==> config.mk <==
export PLATFORM = sky130hd
export DESIGN_NAME = mmio_uart_responder
export DESIGN_NICKNAME = d
export VERILOG_FILES = /design/src/rtl/mmio_uart_responder.sv
export SDC_FILE = /design/constraint.sdc
export NUM_CORES = 1
export LEC_CHECK = 0
export CORE_MARGIN = 2
export CORE_UTILIZATION = 50
export DETAILED_ROUTE_END_ITERATION = 8
export PLACE_DENSITY_LB_ADDON = 0.12
export SLEW_MARGIN = 20
export SYNTH_ARGS = -nofsm -noshare
export SYNTH_HDL_FRONTEND = slang
export SYNTH_SLANG_ARGS = --single-unit
==> constraint.sdc <==
create_clock -name CLK -period 3.5 [get_ports CLK]
set_input_delay 0.875 -clock CLK [delete_from_list [all_inputs] [get_ports CLK]]
set_output_delay 0.875 -clock CLK [all_outputs]
set_load 0.02 [all_outputs]
==> src/rtl/mmio_uart_responder.sv <==
// ---------------------------------------------------------------------------
// mmio_uart_responder
//
// Memory-mapped UART peripheral for the MEMbus peripheral strobe interface.
// A CPU write access pushes one byte into the TX FIFO. A CPU read access
// returns a status/data word and pops the RX FIFO. An 8N1 serialiser drives
// TX and an 8N1 deserialiser samples RX.
//
// Ports:
//   CLK      in   1  system clock
//   RST      in   1  synchronous active-high reset
//   sel      in   1  peripheral select; may stay high for several cycles
//   write    in   1  access is a write (only meaningful while sel=1)
//   dataIn   in   8  write data byte
//   dataOut  out 16  {2'b0, txOvf, frameErr, rxOvr, txIdle, txFull,
//                     rxValid, rxHead}
//   RX       in   1  serial in, asynchronous, idle high
//   TX       out  1  serial out, registered, idle high
//
// Build option:
//   UART_LOOPBACK_EN  when defined, the deserialiser listens to the internal
//                     TX register instead of the RX pin.
// ---------------------------------------------------------------------------
module mmio_uart_responder #(
  parameter int CLKS_PER_BIT = 104,
  parameter int TX_DEPTH     = 8,
  parameter int RX_DEPTH     = 8
) (
  input  logic        CLK,
  input  logic        RST,
  input  logic        sel,
  input  logic        write,
  input  logic [7:0]  dataIn,
  output logic [15:0] dataOut,
  input  logic        RX,
  output logic        TX
);

  localparam int TX_AW = $clog2(TX_DEPTH);
  localparam int RX_AW = $clog2(RX_DEPTH);
  localparam int CW    = $clog2(CLKS_PER_BIT);

  localparam logic [CW-1:0] BIT_LAST  = CW'(CLKS_PER_BIT - 1);
  localparam logic [CW-1:0] HALF_LAST = CW'(CLKS_PER_BIT / 2 - 1);

  localparam logic [1:0] ST_IDLE  = 2'd0;
  localparam logic [1:0] ST_START = 2'd1;
  localparam logic [1:0] ST_DATA  = 2'd2;
  localparam logic [1:0] ST_STOP  = 2'd3;

  // -------------------------------------------------------------------------
  // Access edge detect: a new access begins when sel rises, or when write
  // flips while sel stays high. Only that first cycle pushes or pops.
  // -------------------------------------------------------------------------
  logic sel_q;
  logic write_q;
  logic acc_start;
  logic cpu_push;
  logic cpu_read;

  always_ff @(posedge CLK) begin
    if (RST) begin
      sel_q   <= 1'b0;
      write_q <= 1'b0;
    end else begin
      sel_q   <= sel;
      write_q <= write;
    end
  end

  assign acc_start = sel && (!sel_q || (write_q != write));
  assign cpu_push  = acc_start && write;
  assign cpu_read  = acc_start && !write;

  // -------------------------------------------------------------------------
  // TX FIFO. Pointers carry one extra bit to tell full from empty.
  // -------------------------------------------------------------------------
  logic [7:0]     tx_mem_q [TX_DEPTH];
  logic [TX_AW:0] tx_wptr_q;
  logic [TX_AW:0] tx_rptr_q;
  logic           tx_empty;
  logic           tx_full;
  logic           tx_push;
  logic           tx_pop;
  logic           tx_ovf_set;
  logic [7:0]     tx_head;

  assign tx_empty = (tx_wptr_q == tx_rptr_q);
  assign tx_full  = (tx_wptr_q[TX_AW] != tx_rptr_q[TX_AW]) &&
                    (tx_wptr_q[TX_AW-1:0] == tx_rptr_q[TX_AW-1:0]);
  assign tx_head  = tx_mem_q[tx_rptr_q[TX_AW-1:0]];

  // A serialiser pop in the same cycle frees the slot the CPU byte lands in.
  assign tx_push    = cpu_push && (!tx_full || tx_pop);
  assign tx_ovf_set = cpu_push && tx_full && !tx_pop;

  always_ff @(posedge CLK) begin
    if (tx_push) begin
      tx_mem_q[tx_wptr_q[TX_AW-1:0]] <= dataIn;
    end
  end

  always_ff @(posedge CLK) begin
    if (RST) begin
      tx_wptr_q <= '0;
      tx_rptr_q <= '0;
    end else begin
      if (tx_push) tx_wptr_q <= tx_wptr_q + 1'b1;
      if (tx_pop)  tx_rptr_q <= tx_rptr_q + 1'b1;
    end
  end

  // -------------------------------------------------------------------------
  // TX serialiser. tx_d is computed from the state being entered so that the
  // pin changes on the same edge as the state.
  // -------------------------------------------------------------------------
  logic [1:0]    tx_state_q, tx_state_d;
  logic [CW-1:0] tx_cnt_q,   tx_cnt_d;
  logic [2:0]    tx_bit_q,   tx_bit_d;
  logic [7:0]    tx_shift_q, tx_shift_d;
  logic          tx_q,       tx_d;
  logic          tx_idle;

  always_comb begin
    tx_state_d = tx_state_q;
    tx_cnt_d   = tx_cnt_q;
    tx_bit_d   = tx_bit_q;
    tx_shift_d = tx_shift_q;
    tx_d       = tx_q;
    tx_pop     = 1'b0;
    case (tx_state_q)
      ST_IDLE: begin
        tx_d = 1'b1;
        if (!tx_empty) begin
          tx_pop     = 1'b1;
          tx_shift_d = tx_head;
          tx_cnt_d   = '0;
          tx_state_d = ST_START;
          tx_d       = 1'b0;
        end
      end
      ST_START: begin
        if (tx_cnt_q == BIT_LAST) begin
          tx_cnt_d   = '0;
          tx_bit_d   = '0;
          tx_d       = tx_shift_q[0];
          tx_state_d = ST_DATA;
        end else begin
          tx_cnt_d = tx_cnt_q + 1'b1;
        end
      end
      ST_DATA: begin
        if (tx_cnt_q == BIT_LAST) begin
          tx_cnt_d = '0;
          if (tx_bit_q == 3'd7) begin
            tx_d       = 1'b1;
            tx_state_d = ST_STOP;
          end else begin
            tx_bit_d   = tx_bit_q + 1'b1;
            tx_shift_d = {1'b0, tx_shift_q[7:1]};
            tx_d       = tx_shift_q[1];
          end
        end else begin
          tx_cnt_d = tx_cnt_q + 1'b1;
        end
      end
      ST_STOP: begin
        if (tx_cnt_q == BIT_LAST) begin
          tx_cnt_d = '0;
          // Chain straight into the next start bit when data is waiting.
          if (!tx_empty) begin
            tx_pop     = 1'b1;
            tx_shift_d = tx_head;
            tx_d       = 1'b0;
            tx_state_d = ST_START;
          end else begin
            tx_d       = 1'b1;
            tx_state_d = ST_IDLE;
          end
        end else begin
          tx_cnt_d = tx_cnt_q + 1'b1;
        end
      end
      default: begin
        tx_d       = 1'b1;
        tx_state_d = ST_IDLE;
      end
    endcase
  end

  always_ff @(posedge CLK) begin
    if (RST) begin
      tx_state_q <= ST_IDLE;
      tx_cnt_q   <= '0;
      tx_bit_q   <= '0;
      tx_shift_q <= '0;
      tx_q       <= 1'b1;
    end else begin
      tx_state_q <= tx_state_d;
      tx_cnt_q   <= tx_cnt_d;
      tx_bit_q   <= tx_bit_d;
      tx_shift_q <= tx_shift_d;
      tx_q       <= tx_d;
    end
  end

  assign TX      = tx_q;
  assign tx_idle = tx_empty && (tx_state_q == ST_IDLE);

  // -------------------------------------------------------------------------
  // RX input selection
  // -------------------------------------------------------------------------
  logic rx_in;

`ifdef UART_LOOPBACK_EN
  // tx_q is already a register in this clock domain, so no synchroniser.
  logic unused_rx_pin;
  assign unused_rx_pin = RX;
  assign rx_in         = tx_q;
`else
  logic rx_meta_q;
  logic rx_sync_q;

  always_ff @(posedge CLK) begin
    if (RST) begin
      rx_meta_q <= 1'b1;
      rx_sync_q <= 1'b1;
    end else begin
      rx_meta_q <= RX;
      rx_sync_q <= rx_meta_q;
    end
  end

  assign rx_in = rx_sync_q;
`endif

  // -------------------------------------------------------------------------
  // RX deserialiser. The start bit is re-checked at mid-bit; every later
  // sample therefore lands near the centre of its bit.
  // -------------------------------------------------------------------------
  logic          rx_prev_q;
  logic [1:0]    rx_state_q, rx_state_d;
  logic [CW-1:0] rx_cnt_q,   rx_cnt_d;
  logic [2:0]    rx_bit_q,   rx_bit_d;
  logic [7:0]    rx_shift_q, rx_shift_d;
  logic          rx_byte_done;
  logic          frame_err_set;

  always_comb begin
    rx_state_d    = rx_state_q;
    rx_cnt_d      = rx_cnt_q;
    rx_bit_d      = rx_bit_q;
    rx_shift_d    = rx_shift_q;
    rx_byte_done  = 1'b0;
    frame_err_set = 1'b0;
    case (rx_state_q)
      ST_IDLE: begin
        if (rx_prev_q && !rx_in) begin
          rx_cnt_d   = '0;
          rx_state_d = ST_START;
        end
      end
      ST_START: begin
        if (rx_cnt_q == HALF_LAST) begin
          rx_cnt_d = '0;
          if (!rx_in) begin
            rx_bit_d   = '0;
            rx_state_d = ST_DATA;
          end else begin
            rx_state_d = ST_IDLE;  // glitch shorter than half a bit
          end
        end else begin
          rx_cnt_d = rx_cnt_q + 1'b1;
        end
      end
      ST_DATA: begin
        if (rx_cnt_q == BIT_LAST) begin
          rx_cnt_d   = '0;
          rx_shift_d = {rx_in, rx_shift_q[7:1]};
          if (rx_bit_q == 3'd7) begin
            rx_state_d = ST_STOP;
          end else begin
            rx_bit_d = rx_bit_q + 1'b1;
          end
        end else begin
          rx_cnt_d = rx_cnt_q + 1'b1;
        end
      end
      ST_STOP: begin
        if (rx_cnt_q == BIT_LAST) begin
          rx_cnt_d = '0;
          if (rx_in) begin
            rx_byte_done = 1'b1;
          end else begin
            frame_err_set = 1'b1;
          end
          // Back to IDLE at mid-stop so a following start edge is not missed.
          rx_state_d = ST_IDLE;
        end else begin
          rx_cnt_d = rx_cnt_q + 1'b1;
        end
      end
      default: rx_state_d = ST_IDLE;
    endcase
  end

  always_ff @(posedge CLK) begin
    if (RST) begin
      rx_prev_q  <= 1'b1;
      rx_state_q <= ST_IDLE;
      rx_cnt_q   <= '0;
      rx_bit_q   <= '0;
      rx_shift_q <= '0;
    end else begin
      rx_prev_q  <= rx_in;
      rx_state_q <= rx_state_d;
      rx_cnt_q   <= rx_cnt_d;
      rx_bit_q   <= rx_bit_d;
      rx_shift_q <= rx_shift_d;
    end
  end

  // -------------------------------------------------------------------------
  // RX FIFO
  // -------------------------------------------------------------------------
  logic [7:0]     rx_mem_q [RX_DEPTH];
  logic [RX_AW:0] rx_wptr_q;
  logic [RX_AW:0] rx_rptr_q;
  logic           rx_empty;
  logic           rx_full;
  logic           rx_push;
  logic           rx_pop;
  logic           rx_ovr_set;
  logic [7:0]     rx_head;

  assign rx_empty = (rx_wptr_q == rx_rptr_q);
  assign rx_full  = (rx_wptr_q[RX_AW] != rx_rptr_q[RX_AW]) &&
                    (rx_wptr_q[RX_AW-1:0] == rx_rptr_q[RX_AW-1:0]);
  assign rx_head  = rx_empty ? 8'h00 : rx_mem_q[rx_rptr_q[RX_AW-1:0]];

  // A CPU pop in the same cycle makes room, so the new byte is kept.
  assign rx_pop     = cpu_read && !rx_empty;
  assign rx_push    = rx_byte_done && (!rx_full || rx_pop);
  assign rx_ovr_set = rx_byte_done && rx_full && !rx_pop;

  always_ff @(posedge CLK) begin
    if (rx_push) begin
      rx_mem_q[rx_wptr_q[RX_AW-1:0]] <= rx_shift_q;
    end
  end

  always_ff @(posedge CLK) begin
    if (RST) begin
      rx_wptr_q <= '0;
      rx_rptr_q <= '0;
    end else begin
      if (rx_push) rx_wptr_q <= rx_wptr_q + 1'b1;
      if (rx_pop)  rx_rptr_q <= rx_rptr_q + 1'b1;
    end
  end

  // -------------------------------------------------------------------------
  // Sticky flags: a read access clears them, but an event arriving in the
  // same cycle as the clear is still recorded.
  // -------------------------------------------------------------------------
  logic rx_ovr_q;
  logic frame_err_q;
  logic tx_ovf_q;

  always_ff @(posedge CLK) begin
    if (RST) begin
      rx_ovr_q    <= 1'b0;
      frame_err_q <= 1'b0;
      tx_ovf_q    <= 1'b0;
    end else begin
      if (cpu_read) begin
        rx_ovr_q    <= 1'b0;
        frame_err_q <= 1'b0;
        tx_ovf_q    <= 1'b0;
      end
      if (rx_ovr_set)    rx_ovr_q    <= 1'b1;
      if (frame_err_set) frame_err_q <= 1'b1;
      if (tx_ovf_set)    tx_ovf_q    <= 1'b1;
    end
  end

  // Purely from registers, so the CPU sees the pre-pop word during a read.
  assign dataOut = {2'b00, tx_ovf_q, frame_err_q, rx_ovr_q, tx_idle, tx_full,
                    !rx_empty, rx_head};

endmodule

After elaboration in Yosys (flattened, before gate mapping)
Memories as Yosys holds them, arrays and structs flattened. A register that Yosys moved wholly into a read port is not among the register bits.
Cells that the tools add are included.
- register bits after elaboration: 65
- RAM bits: 128
- word-level logic and storage cells: 167
- memories: 2
- add/subtract/negate cells: 8
- equal/unequal tests: 31
- mux-type cells: 63
- reduce and logical (&&, ||, !) cells: 42
- memory list (memory ; depth ; bits a word ; read ports ; clocked after Yosys merged registers in ; write ports ; line ; text):
    rx_mem_q ; 8 ; 8 ; 1 ; 1 ; 1 ; 326 ; logic [7:0] rx_mem_q [RX_DEPTH];
    tx_mem_q ; 8 ; 8 ; 1 ; 1 ; 1 ; 78 ; logic [7:0] tx_mem_q [TX_DEPTH];
- operators by type and width (cell ; count):
    two-way mux 8 bit ; 5
    two-way mux 7 bit ; 5
    two-way mux 3 bit ; 11
    != test 2 bit (second input constant) ; 13
    one-hot mux 8 bit (3 select lines) ; 1
    two-way mux 1 bit ; 22
    two-way mux 2 bit ; 11
    one-hot mux 7 bit (3 select lines) ; 1
    adder 4 x 1 -> 4 bit (second input constant) ; 4
    one-hot mux 2 bit (4 select lines) ; 2
    AND reduction 5 bit ; 3
    adder 7 x 1 -> 7 bit (second input constant) ; 2
    equality test 7 bit (second input constant) ; 2
    logical AND 1 bit ; 14
    one-hot mux 7 bit (2 select lines) ; 1
    one-hot mux 3 bit (2 select lines) ; 2
    nonzero test 2 bit ; 5
    equality test 2 bit (second input constant) ; 4
    equality test 4 bit ; 2
    zero test 1 bit ; 8
    AND reduction 4 bit ; 2
    equality test 7 x 6 -> 1 bit (second input constant) ; 1
    adder 3 x 1 -> 3 bit (second input constant) ; 2
    equality test 3 bit ; 2
    other kinds (12) ; 19

Longest topological paths before layout
Gate-level depths: netlist of the first run.
- depth after elaboration: 9
- gate-level depth with buffers: 8

Worst setup path before layout of the first run
Ideal clock, no wire load.
- kind: reg-to-reg
- start: register tx_state_q[0]
- end: memory tx_mem_q[1][0] (enable)
- setup time: 0.398 ns
- data arrival time: 2.318 ns
- required time: 3.102 ns
- slack: 0.784 ns
- stages on the path, launching flop included: 8
- period minus slack after synthesis: 2.716 ns
- path through: dfxtp_1 > inv_1 > ha_1 > clkbuf_1 > nor2b_1 > a41oi_4 > a21o_2 > nor4b_1
- cells in the longest elaborated chain, start to end: 6
- elaborated cells on any way between the ends: 7
- classes of those cells: eq/ne: 1; mux: 3; reduce/logical: 3
- ends and longest elaborated chain (what ; line ; text):
    from (decl) ; 117 ; logic [1:0] tx_state_q, tx_state_d;
    from (signal assigned) ; 199 ; tx_state_q <= tx_state_d;
    equality test 2 bit or zero test 2 bit (tied branches) ; 131 ; case (tx_state_q)
    one-hot mux 1 bit (2 select lines) (*) ; 131 ;
    logical OR 1 bit (*) ; 94 ; assign tx_push = cpu_push && (!tx_full || tx_pop);
    logical AND 1 bit (*) ; 94 ;
    two-way mux 1 bit (*) ; 98 ; if (tx_push) begin
    two-way mux 1 bit (implied by the code) (*) ; 99 ; tx_mem_q[tx_wptr_q[TX_AW-1:0]] <= dataIn;
    to (decl) ; 78 ;
Every way passes the cells marked *; elsewhere a longest branch is shown, timed or not.

Worst setup path after layout of the first run
- start: register tx_wptr_q[0]
- end: output port dataOut[10]
- cells in the longest elaborated chain, start to end: 2
- ends and longest elaborated chain (what ; line ; text):
    from (decl) ; 79 ; logic [TX_AW:0] tx_wptr_q;
    from (signal assigned) ; 108 ; if (tx_push) tx_wptr_q <= tx_wptr_q + 1'b1;
    equality test 4 bit ; 88 ; assign tx_empty = (tx_wptr_q == tx_rptr_q);
    logical AND 1 bit ; 208 ; assign tx_idle = tx_empty && (tx_state_q == ST_IDLE);
    to (decl) ; 34 ; output logic [15:0] dataOut,
Every way passes these cells.

==> results of run 1 <==
## cell usage after synthesis (all sizes together) (3+ instances only)
cell type / number / share of area (%)
nand2b: 5 / 0.37
nor2: 58 / 2.6
or3: 3 / 0.22
mux2: 15 / 2.0
dfxtp: 71 / 17
nor3b: 10 / 0.94
a21oi: 40 / 2.5
and2: 3 / 0.22
nand2: 32 / 1.4
a22oi: 3 / 0.26
xor2: 7 / 0.90
clkbuf: 16 / 0.72
a211oi: 5 / 0.62
o22ai: 7 / 0.52
nor3: 10 / 0.59
buf: 24 / 1.9
a2111oi: 15 / 1.6
edfxtp: 128 / 45
a41oi: 4 / 0.63
mux4: 17 / 4.5
nor4: 5 / 0.62
o221ai: 3 / 0.31
or2: 3 / 0.22
and3: 4 / 0.29
nand3: 15 / 0.88
o211ai: 3 / 0.32
nor4b: 3 / 0.49
o21ai: 21 / 1.2
or4: 3 / 0.31
nor2b: 13 / 0.96
inv: 10 / 0.44
ha: 15 / 2.2
xnor2: 11 / 1.1
a31oi: 5 / 0.37
mux2i: 28 / 3.3
## cell families (layout without fill, tap and decap cells)
group | Yosys count | count (layout) | share of synthesized area, %
fa+ha+maj | 15 | 15 | 2.21
compound gates | 119 | 119 | 9.76
other cells | 1 | 2 | 0.0441
mux | 60 | 60 | 9.79
buf+inv | 50 | 93 | 3.02
xor+xnor | 18 | 18 | 2.03
simple gates | 175 | 175 | 11.2
flops | 199 | 199 | 61.9
## final timing paths
check             slack, ns            end     startpoint  depth (start not counted)
setup reg to reg       0.94  tx_shift_q[1]  tx_state_q[0]                          6
setup / recovery       0.15    dataOut[10]   tx_wptr_q[0]                          4
hold reg to reg        0.41          rx_in      rx_meta_q                          1
hold / removal         0.41          rx_in      rx_meta_q                          1
## power groups by stage
stage	Sequential (W)	Clock (W)	Combinational [W]
after global routing	0.00264	0.00218	0.000898
after global placement	0.00268	0	0.000775
after detailed placement	0.00268	0	0.000800
after floorplan	0.00266	0	0.000642
final	0.00263	0.00205	0.000812
after CTS	0.00263	0.00210	0.000811
## stage by stage
stage                     total power [W]  instances  cell area, um^2  utilization, %  hold WS, ns
after detailed placement          0.00348        869             9020            54.4        0.393
after global placement            0.00345        869             9020            54.4        0.394
after CTS                         0.00554        901             9660            58.3        0.409
after floorplan                   0.00330        638             8500               -        0.389
after global routing              0.00572        901             9660            58.3        0.426
final                             0.00550        901             9660            58.3        0.409
## worst reg2reg max path, stage by stage (launching register included)
cell	delay, ns
dfxtp_1	0.41
inv_1	0.12
ha_1	0.51
nor3_1	0.61
a2bb2oi_2	0.53
o21ai_0	0.16
a21oi_1	0.15
## metal layers
metal	global-route usage [%]	vias to the layer above	wire, um
met5	0	-	0
met4	6.61	0	238
met3	3.74	18	378
met2	33.3	83	8610
met1	24.5	2572	7150
li1	-	2466	-
## registers in the layout (all words and copies together) (netlist names), 4 cells and up, named ones only
register,count
tx_mem_q,64
tx_shift_q,8
tx_wptr_q,4
tx_cnt_q,7
rx_wptr_q,4
tx_rptr_q,4
rx_rptr_q,4
rx_mem_q,64
rx_cnt_q,7
rx_shift_q,8
## area by class of cell
| class | instances | share of cell area, % |
|---|---|---|
| flip-flops and latches | 199 | 54.5 |
| multi-input cells | 389 | 31.0 |
| inverters | 10 | 0.389 |
| repair buffers | 51 | 4.61 |
| well taps | 220 | 2.85 |
| clock inverters | 10 | 1.31 |
| clock buffers | 22 | 5.35 |
==> summary.md, run 1 <==
| Metric | Value |
|---|---|
| Status | `finished, final reports clean` |
| CP Buf/Inv Count | `1` |
| Static leakage | `3.28 nW` |
| Post-synth ARST share | `0%` |
| Synth Register Bits | `199` |
| H-tree depth | `4` |
| Row Count | `47` |
| Comb pwr share | `14.8%` |
| Top FF cell, synth | `edfxtp_1` |
| Min Tclk post-route | `3.35 ns` |
| Routed wire per std cell | `18.2 um` |
| Nets | `696` |
| Clk Latency, worst-skew pair | `0.43 ns` |
| TritonCTS buffer count | `17` |
| Mapped Area | `8500 um^2` |
| Worst setup EP type | `output pin` |
| Cells after Synth | `637` |
| Crit path max-delay family | `buffers and inverters` |
| Via count | `5,139` |
| Fin. Hold Viols | `0` |
| First-pass DRT Iterations | `5` |
| Die Y | `134 um` |
| Crit path arrival time | `2.47 ns` |
| Number of library cell types mapped by synthesis | `73` |
| Root Driver | `clkbuf_16` |
| Setup WS post-layout | `0.151 ns` |
| Slew Limit Fails | `0` |
| Worst vdd ir | `0.347 mV` |
| Routed WL | `16.4 mm` |
| Final setup TNS | `0 ns` |
| CP cell instances | `xor2_2 > nor4b_4 > and2_1 > clkdlybuf4s50_1` |
| Total GRT Usage | `19.3%` |
| Setup Skew | `0.00769 ns` |
| CP peak stage delay | `0.67 ns` |
| Antenna-violating nets left | `0` |
| PostCTS Resize Cnt | `0` |
| Overflow after GRT | `0` |
| Power Density | `569 nW/um^2` |
| Fin crit share | `95.7%` |
| Slew Limit Headroom | `42.6%` |
| Sequential share of the synthesized area | `61.9%` |
| Vias in the first global route | `5,045` |
| First-pass GRT wire length | `26.8 mm` |
| Core area | `16,600 um^2` |
| Syn avg cell area | `13.3 um^2` |
| Reg area | `5270 um^2` |
| Worst-margin pin slew | `0.860 ns` |
| DRT iter0 DRCs | `308` |
| Class of the worst hold path | `flop to flop` |
| Diode count | `0` |
| Crit path max fanout | `11` |
| Most frequent cells in the layout | `edfxtp_1, dfxtp_1, nor2_1, a21oi_1, nand2_1` |
| CP required | `2.62 ns` |
| Sw Pwr | `0.00141 W` |
| Initial Utilization | `51.3%` |
| Pre-CTS WS | `0.538 ns` |
| Initial antenna violation count | `0` |
| Clk slew on worst S/H paths | `0.07 ns` |
| Hold Buf Count CTS | `0` |
| P&R area growth vs syn | `13.7%` |
| Vias per cell | `5.70` |
| CTS tree | `built` |
| EDFF count, synth | `128` |
| # setup viols final | `0` |
| Max Root-Sink Buffers | `2` |
| Hpwl dp | `10.6 mm` |
| DRC Markers | `0` |
| Sequential share of power | `47.9%` |
| Die Area | `18,100 um^2` |
| Commonest non-fill, non-tap cell in the layout | `edfxtp_1` |
| CP startpoint kind | `flop` |
| P_int | `0.00408 W` |
| Largest net degree at the start of global routing | `39` |
| Post-CTS Setup Inserts | `0` |
| Area of the multi-input gates | `3000 um^2` |
| CTS Sinks | `199` |
| WS Path Type | `flop to output pin` |
| Placer Congestion | `0.765` |
| F_max | `299 MHz` |
| Num ports | `30` |
| PortBufs | `27` |
| Clock Power Share | `37.4%` |
| Max cap viols | `0` |
| Synth warnings | `0` |
| Die W | `134 um` |
| Layout cells sized above 1 | `16.9%` |
| FILL cells | `1,298` |
| Sw Ratio | `25.7%` |
| RSZ-0062 raised after global routing | `false` |
| Critical Path Slowest Stage Cell | `clkdlybuf4s50_1` |
Power figures use the tool's default switching activity.
==> inputs of run 2 (changes only) <==
--- a/config.mk
+++ b/config.mk
@@ -6,7 +6,7 @@
 export NUM_CORES = 1
 export LEC_CHECK = 0
 export CORE_MARGIN = 2
-export CORE_UTILIZATION = 50
+export CORE_UTILIZATION = 48
 export DETAILED_ROUTE_END_ITERATION = 8
 export PLACE_DENSITY_LB_ADDON = 0.12
 export SLEW_MARGIN = 20
==> summary.md, run 2 (synthesis results as in run 1) <==
| Metric | Value |
|---|---|
| Class of the worst hold path | `flop to flop (unchanged)` |
| Layout cells sized above 1 | `16.7% (was 16.9%)` |
| Slew Limit Fails | `0 (unchanged)` |
| Hold path endpoint | `rx_in (unchanged)` |
| Core area | `17,300 um^2 (was 16,600 um^2)` |
| Most frequent cells in the layout | `edfxtp_1, dfxtp_1, nor2_1, a21oi_1, nand2_1 (unchanged)` |
| PortBufs | `27 (unchanged)` |
| Worst vdd ir | `0.344 mV (was 0.347 mV)` |
| H-tree depth | `4 (unchanged)` |
| Max Root-Sink Buffers | `2 (unchanged)` |
| Initial antenna violation count | `0 (unchanged)` |
| CP required | `2.62 ns (about the same)` |
| Depth of the worst register-to-register path | `8 (was 6)` |
| Slew Limit Headroom | `44.2% (was 42.6%)` |
| R2r setup slk | `0.98 ns (was 0.94 ns)` |
| Worst setup EP type | `output pin (unchanged)` |
| DRC Markers | `0 (unchanged)` |
| Crit path max fanout | `9 (was 11)` |
| Static leakage | `3.25 nW (was 3.28 nW)` |
| Clk Latency, worst-skew pair | `0.43 ns (about the same)` |
| P&R area growth vs syn | `13.0% (was 13.7%)` |
| TritonCTS buffer count | `17 (unchanged)` |
| Overflow after GRT | `0 (unchanged)` |
| RSZ-0062 raised after global routing | `false (unchanged)` |
| Initial Utilization | `49.1% (was 51.3%)` |
| Fin. Hold Viols | `0 (unchanged)` |
| Commonest non-fill, non-tap cell in the layout | `edfxtp_1 (unchanged)` |
| Die W | `137 um (was 134 um)` |
| Die Area | `18,800 um^2 (was 18,100 um^2)` |
| Setup Skew | `0.00915 ns (was 0.00769 ns)` |
| Vias per cell | `5.62 (was 5.70)` |
| DRT iter0 DRCs | `315 (was 308)` |
| Vias in the first global route | `5,189 (was 5,045)` |
| Root Driver | `clkbuf_16 (unchanged)` |
| Max cap viols | `0 (unchanged)` |
| Nets | `696 (unchanged)` |
| CTS tree | `built (unchanged)` |
| Met3 usage | `4.11% (was 3.74%)` |
| Met1 usage | `24.5% (about the same)` |
| Routed wire per std cell | `18.2 um (about the same)` |
| # setup viols final | `0 (unchanged)` |
| Largest net degree at the start of global routing | `55 (was 39)` |
| Hpwl dp | `10.7 mm (was 10.6 mm)` |
| Status | `finished, final reports clean (unchanged)` |
| Min-Delay Startpoint | `rx_meta_q (unchanged)` |
| WS Path Type | `flop to output pin (unchanged)` |
| Fin crit share | `96.1% (was 95.7%)` |
| Power Density | `556 nW/um^2 (was 569 nW/um^2)` |
| Hold Path Depth | `1 (unchanged)` |
| CP startpoint kind | `flop (unchanged)` |
| Num ports | `30 (unchanged)` |
| Placer Congestion | `0.782 (was 0.765)` |
| Diode count | `0 (unchanged)` |
| Grt peak-use layer | `met2 (unchanged)` |
| Worst-margin pin slew | `0.837 ns (was 0.860 ns)` |
| First-pass DRT Iterations | `6 (was 5)` |
| FILL cells | `1,401 (was 1,298)` |
| WHS | `0.412 ns (was 0.409 ns)` |
| Final setup TNS | `0 ns (unchanged)` |
| CTS Sinks | `199 (unchanged)` |
| RR Startpoint | `tx_state_q[0] (unchanged)` |
| Met2 usage in global routing | `30.9% (was 33.3%)` |
| Crit path arrival time | `2.49 ns (was 2.47 ns)` |
| Min Tclk post-route | `3.36 ns (was 3.35 ns)` |
| Reg2reg end | `tx_mem_q[5][2] (was tx_shift_q[1])` |
| Clk slew on worst S/H paths | `0.07 ns (about the same)` |
| F_max | `297 MHz (was 299 MHz)` |
| Die Y | `137 um (was 134 um)` |
| Row Count | `48 (was 47)` |
| First-pass GRT wire length | `26.8 mm (about the same)` |
| Antenna-violating nets left | `0 (unchanged)` |
| Via count | `5,094 (was 5,139)` |
| Total GRT Usage | `18.8% (was 19.3%)` |
| Routed WL | `16.5 mm (was 16.4 mm)` |
[run 2: timing repair]
action | in CTS | in global routing
setup endpoints to repair | 0 | 1
hold buffers | 0 | 0
buffers inserted | 0 | 0
gates resized for setup | 0 | 1
[run 2: final cells by class]
cell class	count	area, um^2	share of cell area, %
Sequential cell	199	5270	54.8
Multi-Input combinational cell	389	3000	31.2
Timing Repair Buffer	51	445	4.64
Clock buffer	19	443	4.61
Tap cell	225	282	2.93
Clock inverter	13	140	1.46
Inverter	10	37.5	0.391
[run 2: stage by stage]
stage / util, % / setup WS (ns) / power, W / std cells / cell area [um^2]
final: 55.6 / 0.137 / 0.00535 / 906 / 9610
after global routing: 55.6 / 0.000863 / 0.00556 / 906 / 9610
after CTS: 55.5 / 0.111 / 0.00538 / 906 / 9610
after detailed placement: 52.2 / 0.588 / 0.00348 / 874 / 9020
after global placement: 52.2 / 0.628 / 0.00346 / 874 / 9020
after floorplan: - / 0.784 / 0.00330 / 638 / 8500
[run 2: per-layer routing]
metal,share of wire [%],up-vias
met5,0,-
met4,2.1,0
met3,3.7,26
met2,49,94
met1,45,2507
li1,-,2467
[run 2: worst max path at each step]
| stage | slack [ns] | to | from | cells past startpoint |
|---|---|---|---|---|
| 2_1_floorplan | 0.78 | tx_mem_q[1][0] | tx_state_q[0] | 7 |
| 3_3_place_gp | 0.63 | dataOut[10] | tx_wptr_q[0] | 4 |
| 3_5_place_dp | 0.59 | dataOut[10] | tx_wptr_q[0] | 4 |
| 4_1_cts | 0.11 | dataOut[10] | tx_wptr_q[0] | 4 |
| 5_1_grt | 0.0009 | dataOut[10] | tx_wptr_q[1] | 4 |
| 6_report | 0.14 | dataOut[10] | tx_wptr_q[1] | 4 |
[run 2: critical path: stages (launching register included)]
cell	delay, ns
dfxtp_1	0.55
xor2_2	0.16
nor4b_4	0.31
and2_1	0.36
clkdlybuf4s50_1	0.67
[run 2: where the power goes]
part	switching (W)	internal, W	leakage, nW
logic	0.000488	0.000316	1.22
registers	0.0000706	0.00256	1.75
clock network	0.000889	0.00103	0.284
total	0.00145	0.00390	3.25
==> inputs of run 3 (changes only) <==
==> constraint.sdc (replaced) <==
create_clock -name CLK -period 4.25 [get_ports CLK]
set_input_delay 1.0625 -clock CLK [delete_from_list [all_inputs] [get_ports CLK]]
set_output_delay 1.0625 -clock CLK [all_outputs]
set_load 0.02 [all_outputs]
==> summary.md, run 3 (synthesis results as in run 1) <==
| Metric | Value |
|---|---|
| Status | `finished, final reports clean (unchanged)` |
| DRC Markers | `0 (unchanged)` |
| DRT iter0 DRCs | `273 (was 315)` |
| Initial Utilization | `49.1% (unchanged)` |
| Num ports | `30 (unchanged)` |
| First-pass DRT Iterations | `5 (was 6)` |
| Core area | `17,300 um^2 (unchanged)` |
| CP peak stage delay | `0.67 ns (about the same)` |
| Hpwl dp | `10.4 mm (was 10.7 mm)` |
| Depth of the worst register-to-register path | `8 (unchanged)` |
| Power Density | `460 nW/um^2 (was 556 nW/um^2)` |
| P&R area growth vs syn | `12.8% (was 13.0%)` |
| Slew Limit Fails | `0 (unchanged)` |
| Antenna-violating nets left | `0 (unchanged)` |
| Max Root-Sink Buffers | `2 (unchanged)` |
| Class of the worst hold path | `flop to flop (unchanged)` |
| First-pass GRT wire length | `25.9 mm (was 26.8 mm)` |
| Die W | `137 um (unchanged)` |
| Most frequent cells in the layout | `edfxtp_1, dfxtp_1, nor2_1, a21oi_1, nand2_1 (unchanged)` |
| H-tree depth | `4 (unchanged)` |
| Root Driver | `clkbuf_16 (unchanged)` |
| RR Startpoint | `tx_state_q[0] (unchanged)` |
| Overflow after GRT | `0 (unchanged)` |
| RSZ-0062 raised after global routing | `false (unchanged)` |
| Row Count | `48 (unchanged)` |
| Area of the multi-input gates | `3000 um^2 (unchanged)` |
| Layout cells sized above 1 | `16.1% (was 16.7%)` |
| Worst vdd ir | `0.307 mV (was 0.344 mV)` |
| Commonest non-fill, non-tap cell in the layout | `edfxtp_1 (unchanged)` |
| Clk Latency, worst-skew pair | `0.43 ns (about the same)` |
| Routed wire per std cell | `17.8 um (was 18.2 um)` |
| Routed WL | `16.1 mm (was 16.5 mm)` |
| Largest net degree at the start of global routing | `39 (was 55)` |
| Vias per cell | `5.61 (was 5.62)` |
| TritonCTS buffer count | `17 (unchanged)` |
| CP required | `3.19 ns (was 2.62 ns)` |
| Fin crit share | `90.6%` |
| Crit path max fanout | `10 (was 9)` |
| Fin. Hold Viols | `0 (unchanged)` |
| Setup Skew | `0.00924 ns (was 0.00915 ns)` |
| PortBufs | `27 (unchanged)` |
| WS Path Type | `flop to output pin (unchanged)` |
| CP cell instances | `xor2_2 > nor4b_4 > and2_1 > clkdlybuf4s50_1 (unchanged)` |
| Post-CTS Setup Inserts | `0 (unchanged)` |
| Hold Path Depth | `1 (unchanged)` |
| Crit path arrival time | `2.79 ns (was 2.49 ns)` |
| Clk slew on worst S/H paths | `0.07 ns (about the same)` |
| Initial antenna violation count | `0 (unchanged)` |
| Static leakage | `3.24 nW (was 3.25 nW)` |
| Min-Delay Startpoint | `rx_meta_q (unchanged)` |
| Slew Limit Headroom | `42.8% (was 44.2%)` |
| CTS Sinks | `199 (unchanged)` |
| CP startpoint kind | `flop (unchanged)` |
| Die Y | `137 um (unchanged)` |
| FILL cells | `1,430 (was 1,401)` |
| Hold Buf Count CTS | `0 (unchanged)` |
| Final setup TNS | `0 ns (unchanged)` |
| Worst-margin pin slew | `0.857 ns (was 0.837 ns)` |
| Vias in the first global route | `4,833 (was 5,189)` |
| Nets | `691 (was 696)` |
| Max cap viols | `0 (unchanged)` |
| PostCTS Resize Cnt | `0 (unchanged)` |
| Diode count | `0 (unchanged)` |
| Via count | `5,055 (was 5,094)` |
| # setup viols final | `0 (unchanged)` |
| F_max | `260 MHz` |
| Reg area | `5270 um^2 (about the same)` |
| Critical Path Slowest Stage Cell | `clkdlybuf4s50_1 (unchanged)` |
| Total GRT Usage | `18.4% (was 18.8%)` |
| Die Area | `18,800 um^2 (unchanged)` |
| Worst setup EP type | `output pin (unchanged)` |
| WHS | `0.422 ns (was 0.412 ns)` |
| CTS tree | `built (unchanged)` |
| Placer Congestion | `0.796 (was 0.782)` |
| Min Tclk post-route | `3.85 ns` |
| Worst setup path startpoint | `tx_wptr_q[1] (unchanged)` |
==> run 3: path summary, 6_finish.rpt <==
kind / slack (ns) / endpoint
hold / removal: 0.42 / rx_in
setup reg to reg: 1.72 / tx_mem_q[6][4]
hold reg to reg: 0.42 / rx_in
setup / recovery: 0.40 / dataOut[10]
==> run 3: layer usage <==
layer | GRT usage, % | vias to the layer above | part of all wire [%]
li1 | - | 2460 | -
met5 | 0 | - | 0
met4 | 6.19 | 0 | 1.3
met3 | 3.78 | 18 | 3.4
met2 | 30.5 | 101 | 50
met1 | 24.3 | 2476 | 45
==> run 3: cell type report <==
class / count / share of cell area [%]
flip-flops and latches: 199 / 54.9
clock buffers: 21 / 5.03
clock inverters: 11 / 1.21
well taps: 225 / 2.94
inverters: 10 / 0.392
repair buffers: 46 / 4.26
multi-input cells: 389 / 31.2
==> run 3: critical path: cells and delay by family, from the launching register on <==
| family | cells | cell delay (ns) |
|---|---|---|
| flops | 1 | 0.54 |
| xor+xnor | 1 | 0.17 |
| simple gates | 2 | 0.97 |
| buf+inv | 1 | 0.67 |
==> run 3: where the power goes <==
part,internal (W),switching [W]
Clock,0.000852,0.000750
Combinational,0.000248,0.000392
Sequential,0.00211,0.0000578
Total,0.00321,0.00120
==> run 3: per-stage QoR <==
stage / power (W) / area, um^2 / cells / util (%) / setup slack, ns
floorplan: 0.00272 / 8500 / 638 / - / 1.39
global placement: 0.00283 / 8990 / 869 / 52.0 / 0.927
detailed placement: 0.00284 / 8990 / 869 / 52.0 / 0.848
CTS: 0.00444 / 9590 / 901 / 55.4 / 0.372
global route: 0.00461 / 9590 / 901 / 55.4 / 0.234
finish: 0.00441 / 9590 / 901 / 55.4 / 0.399
